$ cat src/rtl/fsm_cond_pkg.sv
// Shared types and default parameters for the two-channel input conditioner.
// Included by debounce_channel and fsm_input_conditioner.
package fsm_cond_pkg;

  typedef enum logic [1:0] {
    DB_LOW  = 2'b00,
    DB_RISE = 2'b01,
    DB_HIGH = 2'b10,
    DB_FALL = 2'b11
  } db_state_t;

  localparam int unsigned DEF_DEBOUNCE_CYCLES = 16;
  localparam int unsigned DEF_SYNC_STAGES     = 2;

endpackage

$ cat src/rtl/debounce_channel.sv
// One conditioner channel: synchroniser chain, debounce FSM with stability counter,
// registered single-cycle rising pulse and debounced level.
module debounce_channel
  import fsm_cond_pkg::*;
#(
  parameter int unsigned DEBOUNCE_CYCLES = DEF_DEBOUNCE_CYCLES,
  parameter int unsigned SYNC_STAGES     = DEF_SYNC_STAGES,
  localparam int unsigned CNT_W          = $clog2(DEBOUNCE_CYCLES)
) (
  input  logic clk,
  input  logic rst,
  input  logic raw,
  output logic pulse,
  output logic level
);

  localparam logic [CNT_W-1:0] CNT_LAST = CNT_W'(DEBOUNCE_CYCLES - 1);

  logic [SYNC_STAGES-1:0] sync;
  logic                   s;
  db_state_t              state;
  logic [CNT_W-1:0]       cnt;

  assign s = sync[SYNC_STAGES-1];

  always_ff @(posedge clk or posedge rst) begin
    if (rst) begin
      sync <= '0;
    end else begin
      sync <= {sync[SYNC_STAGES-2:0], raw};
    end
  end

  // cnt counts stable samples after the first one that left the settled state
  always_ff @(posedge clk or posedge rst) begin
    if (rst) begin
      state <= DB_LOW;
      cnt   <= '0;
      pulse <= 1'b0;
      level <= 1'b0;
    end else begin
      pulse <= 1'b0;
      unique case (state)
        DB_LOW: begin
          if (s) begin
            state <= DB_RISE;
            cnt   <= '0;
          end
        end
        DB_RISE: begin
          if (!s) begin
            state <= DB_LOW;
          end else if (cnt == CNT_LAST) begin
            state <= DB_HIGH;
            pulse <= 1'b1;
            level <= 1'b1;
          end else begin
            cnt <= cnt + 1'b1;
          end
        end
        DB_HIGH: begin
          if (!s) begin
            state <= DB_FALL;
            cnt   <= '0;
          end
        end
        DB_FALL: begin
          if (s) begin
            state <= DB_HIGH;
          end else if (cnt == CNT_LAST) begin
            state <= DB_LOW;
            level <= 1'b0;
          end else begin
            cnt <= cnt + 1'b1;
          end
        end
        default: state <= DB_LOW;
      endcase
    end
  end

endmodule

$ cat src/rtl/fsm_input_conditioner.sv
// Two independent debounce channels feeding the Moore controller's A/B inputs.
// Optional macro PULSE_MUTEX_EN: serialises coincident pulses, A first, B one cycle later.
module fsm_input_conditioner
  import fsm_cond_pkg::*;
#(
  parameter int unsigned DEBOUNCE_CYCLES = DEF_DEBOUNCE_CYCLES,
  parameter int unsigned SYNC_STAGES     = DEF_SYNC_STAGES
) (
  input  logic clk,
  input  logic rst,
  input  logic a_raw,
  input  logic b_raw,
  output logic a_pulse,
  output logic b_pulse,
  output logic a_level,
  output logic b_level
);

  logic a_db_pulse;
  logic b_db_pulse;

  debounce_channel #(
    .DEBOUNCE_CYCLES(DEBOUNCE_CYCLES),
    .SYNC_STAGES    (SYNC_STAGES)
  ) u_chan_a (
    .clk  (clk),
    .rst  (rst),
    .raw  (a_raw),
    .pulse(a_db_pulse),
    .level(a_level)
  );

  debounce_channel #(
    .DEBOUNCE_CYCLES(DEBOUNCE_CYCLES),
    .SYNC_STAGES    (SYNC_STAGES)
  ) u_chan_b (
    .clk  (clk),
    .rst  (rst),
    .raw  (b_raw),
    .pulse(b_db_pulse),
    .level(b_level)
  );

  assign a_pulse = a_db_pulse;

`ifdef PULSE_MUTEX_EN
  // Pulse spacing guarantees A cannot fire two cycles running, so one pending slot suffices
  logic b_pending;

  always_ff @(posedge clk or posedge rst) begin
    if (rst) begin
      b_pending <= 1'b0;
    end else begin
      b_pending <= (b_db_pulse | b_pending) & a_db_pulse;
    end
  end

  assign b_pulse = (b_db_pulse | b_pending) & ~a_db_pulse;
`else
  assign b_pulse = b_db_pulse;
`endif

endmodule

$ cat config.mk
export PLATFORM = sky130hd
export DESIGN_NAME = fsm_input_conditioner
export DESIGN_NICKNAME = d
export VERILOG_FILES = /design/src/rtl/fsm_cond_pkg.sv /design/src/rtl/debounce_channel.sv /design/src/rtl/fsm_input_conditioner.sv
export SDC_FILE = /design/constraint.sdc
export NUM_CORES = 1
export LEC_CHECK = 0
export CAP_MARGIN = 5
export CORE_UTILIZATION = 25
export DETAILED_ROUTE_END_ITERATION = 16
export GPL_TIMING_DRIVEN = 0
export PLACE_DENSITY = 0.46
export SKIP_LAST_GASP = 1
export SLEW_MARGIN = 20
export SYNTH_ARGS = -nofsm -noshare
export SYNTH_HDL_FRONTEND = slang
export SYNTH_SLANG_ARGS = --single-unit
$ cat constraint.sdc
create_clock -name clk -period 1.2 [get_ports clk]
set_input_delay 0.12 -clock clk [delete_from_list [all_inputs] [get_ports clk]]
set_output_delay 0.12 -clock clk [all_outputs]
set_load 0.02 [all_outputs]
== Yosys cells after proc, flatten, opt, wreduce, memory -nomap -nowiden ==
Index checks and enable logic that the tools add are counted.
Operators by class
  reductions and logical operators: 10
  add/subtract/negate cells: 2
  mux-type cells: 42
  equal/unequal tests: 24
Operator list (number)
  $mux W4: 10
  $pmux W4 S4: 2
  $mux W2: 12
  $ne A2 B1 Y1 const B: 8
  $pmux W2 S4: 2
  $reduce_and A4 Y1: 4
  $mux W1: 14
  $reduce_and A5 Y1: 2
  $add A4 B1 Y4 const B: 2
  $eq A2 B2 Y1 const B: 4
  $eq A4 B4 Y1 const B: 2
  $ne A2 B2 Y1 const B: 4
  $ne A3 B1 Y1 const B: 2
  $ne A3 B3 Y1 const B: 2
  $eq A2 B1 Y1 const B: 2
  $logic_not A2 Y1: 2
  $pmux W1 S2: 2
  $reduce_bool A2 Y1: 2
Storage, ports and cells
  word-level logic and storage cells: 88
  output and inout bits: 4
  bits in registers: 20
  input bits: 4

== Depth between registers and ports, before layout ==
Gate-level depths: netlist (run 1).
  depth after elaboration: 4
  mapped depth: 4
  depth with buffers taken out: 4

== By module ==
From an unflattened synthesis (run 1), not the netlist that was laid out.
Second synthesis, totals
  cell total of the unflattened synthesis: 82
  area, all modules: 875.8 um^2
By module, submodules not included
  debounce_channel: area each 437.9 um^2, sequential area each 250.2 um^2, times used 2, cells an instance 41

== Worst setup path after synthesis (run 1) ==
No wires, ideal clock.
  path kind: flip-flop to flip-flop
  start: register u_chan_b.cnt[0]
  end: register u_chan_b.cnt[3]
  cell stages (with the launch flop): 5
  library setup time: 124 ps
  arrival time: 1090 ps
  data required time: 1076 ps
  path buffers: 0
  setup slack: -14 ps
  clock period less this slack: 1214 ps
  cells stage by stage: dfrtp_1 -> ha_1 -> nand4_1 -> nand2_2 -> a211o_1
On the way
  cells in the longest elaborated chain, start to end: 4
  elaborated cells on any way between the ends: 6
  classes of those cells: 1 x add/sub; 1 x eq/ne; 4 x mux
Ends and longest elaborated chain
  start: declaration: line debounce_channel.sv:22  | logic [CNT_W-1:0] cnt;
  start signal: assignment: line debounce_channel.sv:58  | cnt <= cnt + 1'b1;
  start signal: assignment: line debounce_channel.sv:74  | cnt <= cnt + 1'b1;
  $add A4 B1 Y4 or $eq A4 B4 Y1 (tied branches)
  $mux W4 *: line debounce_channel.sv:53, debounce_channel.sv:70
  $mux W4 (on tied branches): line debounce_channel.sv:68, debounce_channel.sv:51
  $pmux W4 S4 *: line debounce_channel.sv:43  | unique case (state)
Every way passes the cells marked *; elsewhere a longest branch is shown, timed or not. The select of a mux whose other input is x is not followed.
A chain may end at the register's enable or synchronous reset.

== Worst setup path in the final report (run 1) ==
  start: register u_chan_b.cnt[1]
  end: register u_chan_b.cnt[3]
Same word-level chain as after synthesis.

==> results.py, run 1 <==
metrics = {
    "die": {
        "die_h_microns": 60.64,
        "die_area_sq_um": 3677,
        "initial_utilization_pct": 27.26,
        "row_count": 20,
        "dieWidth_microns": 60.64,
        "io_pins": 8,
        "core_sq_um": 3153,
    },
    "timing": {
        "max_freq_mhz": 823.9,
        "finalClockSkew_ns": 0.001804,
        "period_minus_slack_ns": 1.214,
        "setup_tns_ns": -0.01376,
        "slew_headroom_pct": 50.22,
        "tightest_slew_ns": 0.7459,
        "post-route-period-util_pct": 101.1,
        "finalHoldViolCount": 0,
        "setup_viol": 1,
        "grt_setup_unrepaired": "true",
        "drv_slew": 0,
        "setup_slack_ns": -0.01376,
    },
    "critical_path": {
        "critPathCaptureType": "register",
        "timing.critical_path.buf_inv": 0,
        "crit_arrival_ns": 1.40,
        "crit_family": "flip-flops",
        "path_cells": "ha_4 > nand4_1 > nand2_2 > a211o_1",
        "slowest_delay_ns": 0.44,
        "cp_data_required_time_ns": 1.39,
        "critical_path_peak_fanout": 4,
        "crit_path_start_kind": "register",
        "criticalPathCategory": "reg -> reg",
        "worst_path_max_delay_cell": "dfrtp_1",
    },
    "synth": {
        "ys_ff_latch": 20,
        "avgSynthCellArea_sq_um": 10.61,
        "syn_area_sq_um": 859.6,
        "syn_inst": 81,
        "synth.top_cell.area_share_pct": 58.22,
        "synth_largest_area_cell": "dfrtp_1",
        "synth_top_cells_by_area": "dfrtp_1 58%, o21ai_0 5.2%, a21oi_1 4.7%",
        "ys_types": 22,
        "async_flop_share_pct": 100.0,
        "ys_seq_area_share_pct": 58.22,
        "syn-num-nets": 87,
        "synth_warnings": 0,
        "ys.flop_type": "dfrtp_1",
        "synth-edff-count": 0,
    },
    "route": {
        "routed-via-count": 648,
        "routed.top_layer": "met4",
        "viasPerCell": 4.629,
        "dr.first_iter.drc_count": 42,
        "route.met2.wl_microns": 745,
        "wl_per_cell_microns": 11.20,
        "drt-met1-wl_microns": 759,
        "wl_met3_microns": 50,
        "drtPass1Iterations": 4,
        "routed_wl_microns": 1568,
        "drc": 0,
        "drtAntennaViolNets": 0,
    },
    "place": {
        "dpl_cell_area_sq_um": 984.7,
        "gp_congestion": 0.7768,
        "portBuffers": 7,
        "hpwl_microns": 972.5,
    },
    "layout": {
        "layout_common_cells": "18 x dfrtp_1, 10 x nand2_1, 8 x a21oi_1, 8 x nand3_1, 7 x o21ai_0",
        "fin_nets": 104,
        "antenna_cells": 0,
        "drive_gt1_share_pct": 21.88,
        "mostFrequentLayoutCell": "dfrtp_1",
        "area.growth.synth_to_final_pct": 28.09,
        "fin_area_sq_um": 1101,
    },
    "cts": {
        "cts_tree": "built",
        "ctsHoldBuffers": 0,
        "root_buffer": "clkbuf_4",
        "insertion_delay_ns": 0.29,
        "htreeDepth": 1,
        "clockBufferDepth": 2,
        "path_clk_slew_ns": 0.11,
        "numCtsBuffers": 3,
        "numClockSinks": 20,
    },
    "power": {
        "p_leak_nw": 0.5038,
        "power.net_switching_uw": 315.7,
        "p_total_mw": 1.226,
        "p_int_uw": 910.7,
        "ir_drop_uv": 644.4,
        "power_frac_comb_pct": 11.8,
        "swShare_pct": 25.74,
        "power-per-cell-area_nw_per_um2": 1114,
        "clock_power_share_pct": 25.5,
        "seq_power_share_pct": 62.7,
    },
    "grt": {
        "grtUsageTotal_pct": 9.987,
        "grt_pass1_vias": 655,
        "grt_max_degree": 21,
        "antenna_found_initial": 0,
        "grt_pass1_wl_microns": 2732,
        "overflow": 0,
    },
    "flow_run": {
        "maxCapViolations": 0,
    },
    "outcome": {
        "outcome": "finished with violations",
        "violations": "negative setup slack",
    },
    "worst_hold_path": {
        "hp-class": "in -> async",
    },
}
-- sequential cells by signal, summed over array words and instances (netlist names), named ones only --
| signal | count |
|---|---|
| u_chan_a.cnt | 4 |
| u_chan_a.level | 1 |
| u_chan_a.pulse | 1 |
| u_chan_b.sync | 2 |
| u_chan_a.sync | 2 |
| u_chan_b.pulse | 1 |
| u_chan_b.level | 1 |
| u_chan_b.state | 1 |
| u_chan_b.cnt | 4 |
| u_chan_a.state | 1 |
-- cell type report --
cell class	instances	area, sq um
clock buffer	3	22.52
fill	333	2052
inverter	2	7.507
multi-input combinational	58	402.9
sequential	20	503.0
tap	44	55.05
timing repair buffer	13	110.1
-- synth_stat cells (all sizes together) (2+ instances only) --
library cell   n
xor2           2
dfrtp         20
nand4          3
and3           2
a21oi          8
nor2           3
xnor2          2
inv            2
nand2         11
nand2b         2
ha             2
o21ai          9
nand3          8
-- per-stage QoR --
step                instances  hold WS [ns]  utilization (%)  worst slack [ns]
detailed placement        132        0.3378            31.23          -0.08596
floorplan                  81       0.08383                -          0.002600
global placement          132        0.3352            31.23          -0.09232
global route              140        0.2461            34.92          -0.08417
CTS                       140        0.2371            33.57        -0.0004831
finish                    140        0.2477            34.92          -0.01376
-- what timing repair did --
item	in CTS	in global routing
pin swaps	1	2
setup endpoints to repair	14	11
setup buffers	5	1
gates resized for setup	11	7
-- cell families after synthesis --
kind of cell,count (synthesis),share of synthesized area (%)
DFF,20,58.22
buffers and inverters,3,1.310
xor gates and xnor gates,4,4.950
and+or+nand+nor,32,19.94
adders and majority gates,2,2.911
AOI/OAI and AO/OA,20,12.66
-- path summary, 6_finish.rpt --
kind	end	slack (ns)	from	depth (start not counted)
max	u_chan_b.cnt[3]	-0.01	u_chan_b.cnt[1]	4
min	u_chan_b.level	0.25	rst	2
max reg2reg	u_chan_b.cnt[3]	-0.01	u_chan_b.cnt[1]	4
min reg2reg	u_chan_b.sync[1]	0.36	u_chan_b.sync[0]	0
max in group asynchronous	asynchronous set/reset pin	0.44	rst	2
min in group clk	u_chan_a.sync[0]	0.25	a_raw	1
-- power by group through the flow --
stage          combinational, mW  sequential (mW)  clock [mW]
2_1_floorplan             0.0758            0.761           0
3_3_place_gp               0.100            0.770           0
3_5_place_dp               0.103            0.771           0
4_1_cts                    0.133            0.754       0.336
5_1_grt                    0.173            0.776       0.350
6_report                   0.144            0.769       0.313
-- layer usage --
layer | global-route usage, % | vias up
met4 | 2.273 | 0
li1 | - | 319
met1 | 12.02 | 321
met5 | 0 | -
met3 | 4.478 | 2
met2 | 16.48 | 6
Note: power is estimated with default switching activity, not from simulation.
==> inputs of run 2 (changes only) <==
- MAX_ROUTING_LAYER: default -> met4
==> results.py, run 2 (same netlist as run 1, synthesis figures left out) <==
metrics = {
    "route": {
        "wl_met3_microns": 39,
        "routed-via-count": 648,
        "routed_wl_microns": 1568,
        "drt-met1-wl_microns": 771,
        "dr.first_iter.drc_count": 42,
        "viasPerCell": 4.629,
        "drc": 0,
        "routed.top_layer": "met4",
        "drtPass1Iterations": 4,
        "route.met2.wl_microns": 745,
        "drtAntennaViolNets": 0,
        "wl_per_cell_microns": 11.20,
    },
    "timing": {
        "max_freq_mhz": 823.9,
        "slew_headroom_pct": 50.22,
        "tightest_slew_ns": 0.7459,
        "setup_slack_ns": -0.01378,
        "finalClockSkew_ns": 0.002031,
        "post-route-period-util_pct": 101.1,
        "grt_setup_unrepaired": "true",
        "setup_viol": 1,
        "drv_slew": 0,
        "hold_ws_ns": 0.2474,
        "period_minus_slack_ns": 1.214,
        "finalHoldViolCount": 0,
    },
    "cts": {
        "clockBufferDepth": 2,
        "cts_tree": "built",
        "insertion_delay_ns": 0.29,
        "path_clk_slew_ns": 0.11,
        "numCtsBuffers": 3,
        "root_buffer": "clkbuf_4",
        "numClockSinks": 20,
        "htreeDepth": 1,
        "ctsHoldBuffers": 0,
    },
    "power": {
        "p_leak_nw": 0.5038,
        "ir_drop_uv": 644.6,
        "p_total_mw": 1.227,
        "power-per-cell-area_nw_per_um2": 1114,
    },
    "outcome": {
        "outcome": "finished with violations",
        "violations": "negative setup slack",
    },
    "flow_run": {
        "maxCapViolations": 0,
    },
    "layout": {
        "antenna_cells": 0,
        "drive_gt1_share_pct": 21.88,
        "fin_area_sq_um": 1101,
        "fill_cells": 333,
        "reg_top3": "u_chan_a.cnt: 4 flops, u_chan_b.cnt: 4 flops",
        "layout_common_cells": "18 x dfrtp_1, 10 x nand2_1, 8 x a21oi_1, 8 x nand3_1, 7 x o21ai_0",
        "fin_nets": 104,
        "mostFrequentLayoutCell": "dfrtp_1",
        "area.growth.synth_to_final_pct": 28.09,
    },
    "die": {
        "io_pins": 8,
        "core_sq_um": 3153,
        "initial_utilization_pct": 27.26,
        "dieWidth_microns": 60.64,
        "die_h_microns": 60.64,
        "die_area_sq_um": 3677,
        "row_count": 20,
    },
    "place": {
        "hpwl_microns": 972.5,
        "dpl_cell_area_sq_um": 984.7,
        "portBuffers": 7,
        "gp_congestion": 0.7874,
    },
    "critical_path": {
        "r2r_setup_slack_ns": -0.01,
        "crit_family": "flip-flops",
        "critPathCaptureType": "register",
        "criticalPathCategory": "reg -> reg",
        "rr_endpoint": "u_chan_b.cnt[3]",
        "timing.critical_path.buf_inv": 0,
        "path_cells": "ha_4 > nand4_1 > nand2_2 > a211o_1",
        "critical_path_peak_fanout": 4,
        "slowest_delay_ns": 0.44,
        "worst-path-stages": 4,
        "rr_startpoint": "u_chan_b.cnt[1]",
        "r2r_cells": 4,
        "cp_data_required_time_ns": 1.39,
        "worst_path_max_delay_cell": "dfrtp_1",
        "crit_arrival_ns": 1.40,
        "crit_path_start_kind": "register",
    },
    "grt": {
        "antenna_found_initial": 0,
        "overflow": 0,
        "grt_pass1_wl_microns": 2732,
        "grt_pass1_vias": 655,
        "grt_max_degree": 21,
        "grtUsageTotal_pct": 10.31,
    },
    "worst_hold_path": {
        "hp-class": "in -> async",
    },
}
==> run 2: cell counts in the layout (fill, tap and decap cells not counted) <==
No cell type changed its count.
==> run 2: area by class of cell <==
type                       count  area (sq um)  area share, %
sequential                    20         503.0          45.68
tap                           44         55.05          5.000
timing repair buffer          13         110.1          10.00
clock buffer                   3         22.52          2.045
inverter                       2         7.507         0.6818
multi-input combinational     58         402.9          36.59
==> run 2: worst max path at each step <==
stage	from	slack, ns	endpoint
detailed placement	u_chan_b.cnt[0]	-0.09	u_chan_b.cnt[3]
global route	u_chan_b.cnt[1]	-0.08	u_chan_b.level
CTS	u_chan_b.cnt[0]	-0.0005	u_chan_b.cnt[3]
floorplan	u_chan_b.cnt[0]	0.003	u_chan_b.cnt[3]
finish	u_chan_b.cnt[1]	-0.01	u_chan_b.cnt[3]
global placement	u_chan_a.cnt[0]	-0.09	u_chan_a.level
==> run 2: report_power, final <==
group          internal, mW  switching [mW]
Combinational        0.0798          0.0643
Clock                 0.117           0.197
Sequential            0.714          0.0551
Total                 0.911           0.316
==> run 2: repair_timing <==
action                                  4_1_cts  5_1_grt
resized for setup                            11        7
setup buffers                                 5        1
endpoints found under the setup margin       14       11
pin swaps                                     1        2
==> run 2: metal layers <==
layer	vias up	track usage, %
li1	319	-
met1	321	12.15
met2	6	16.48
met3	2	4.264
met4	0	2.273
met5	-	-
==> run 2: metrics by stage <==
| stage | instances | setup TNS [ns] | util (%) | setup slack, ns |
|---|---|---|---|---|
| after floorplan | 81 | 0 | - | 0.002600 |
| after global placement | 132 | -0.3972 | 31.23 | -0.09232 |
| after detailed placement | 132 | -0.2992 | 31.23 | -0.08596 |
| after CTS | 140 | -0.0004831 | 33.57 | -0.0004831 |
| after global routing | 140 | -0.2360 | 34.92 | -0.08417 |
| final | 140 | -0.01378 | 34.92 | -0.01378 |
==> inputs of run 3 (changes only) <==
- GPL_ROUTABILITY_DRIVEN: default -> 0
==> results of run 3 <==
Same layout as run 2: the final DEF is identical, and so are final timing and power.
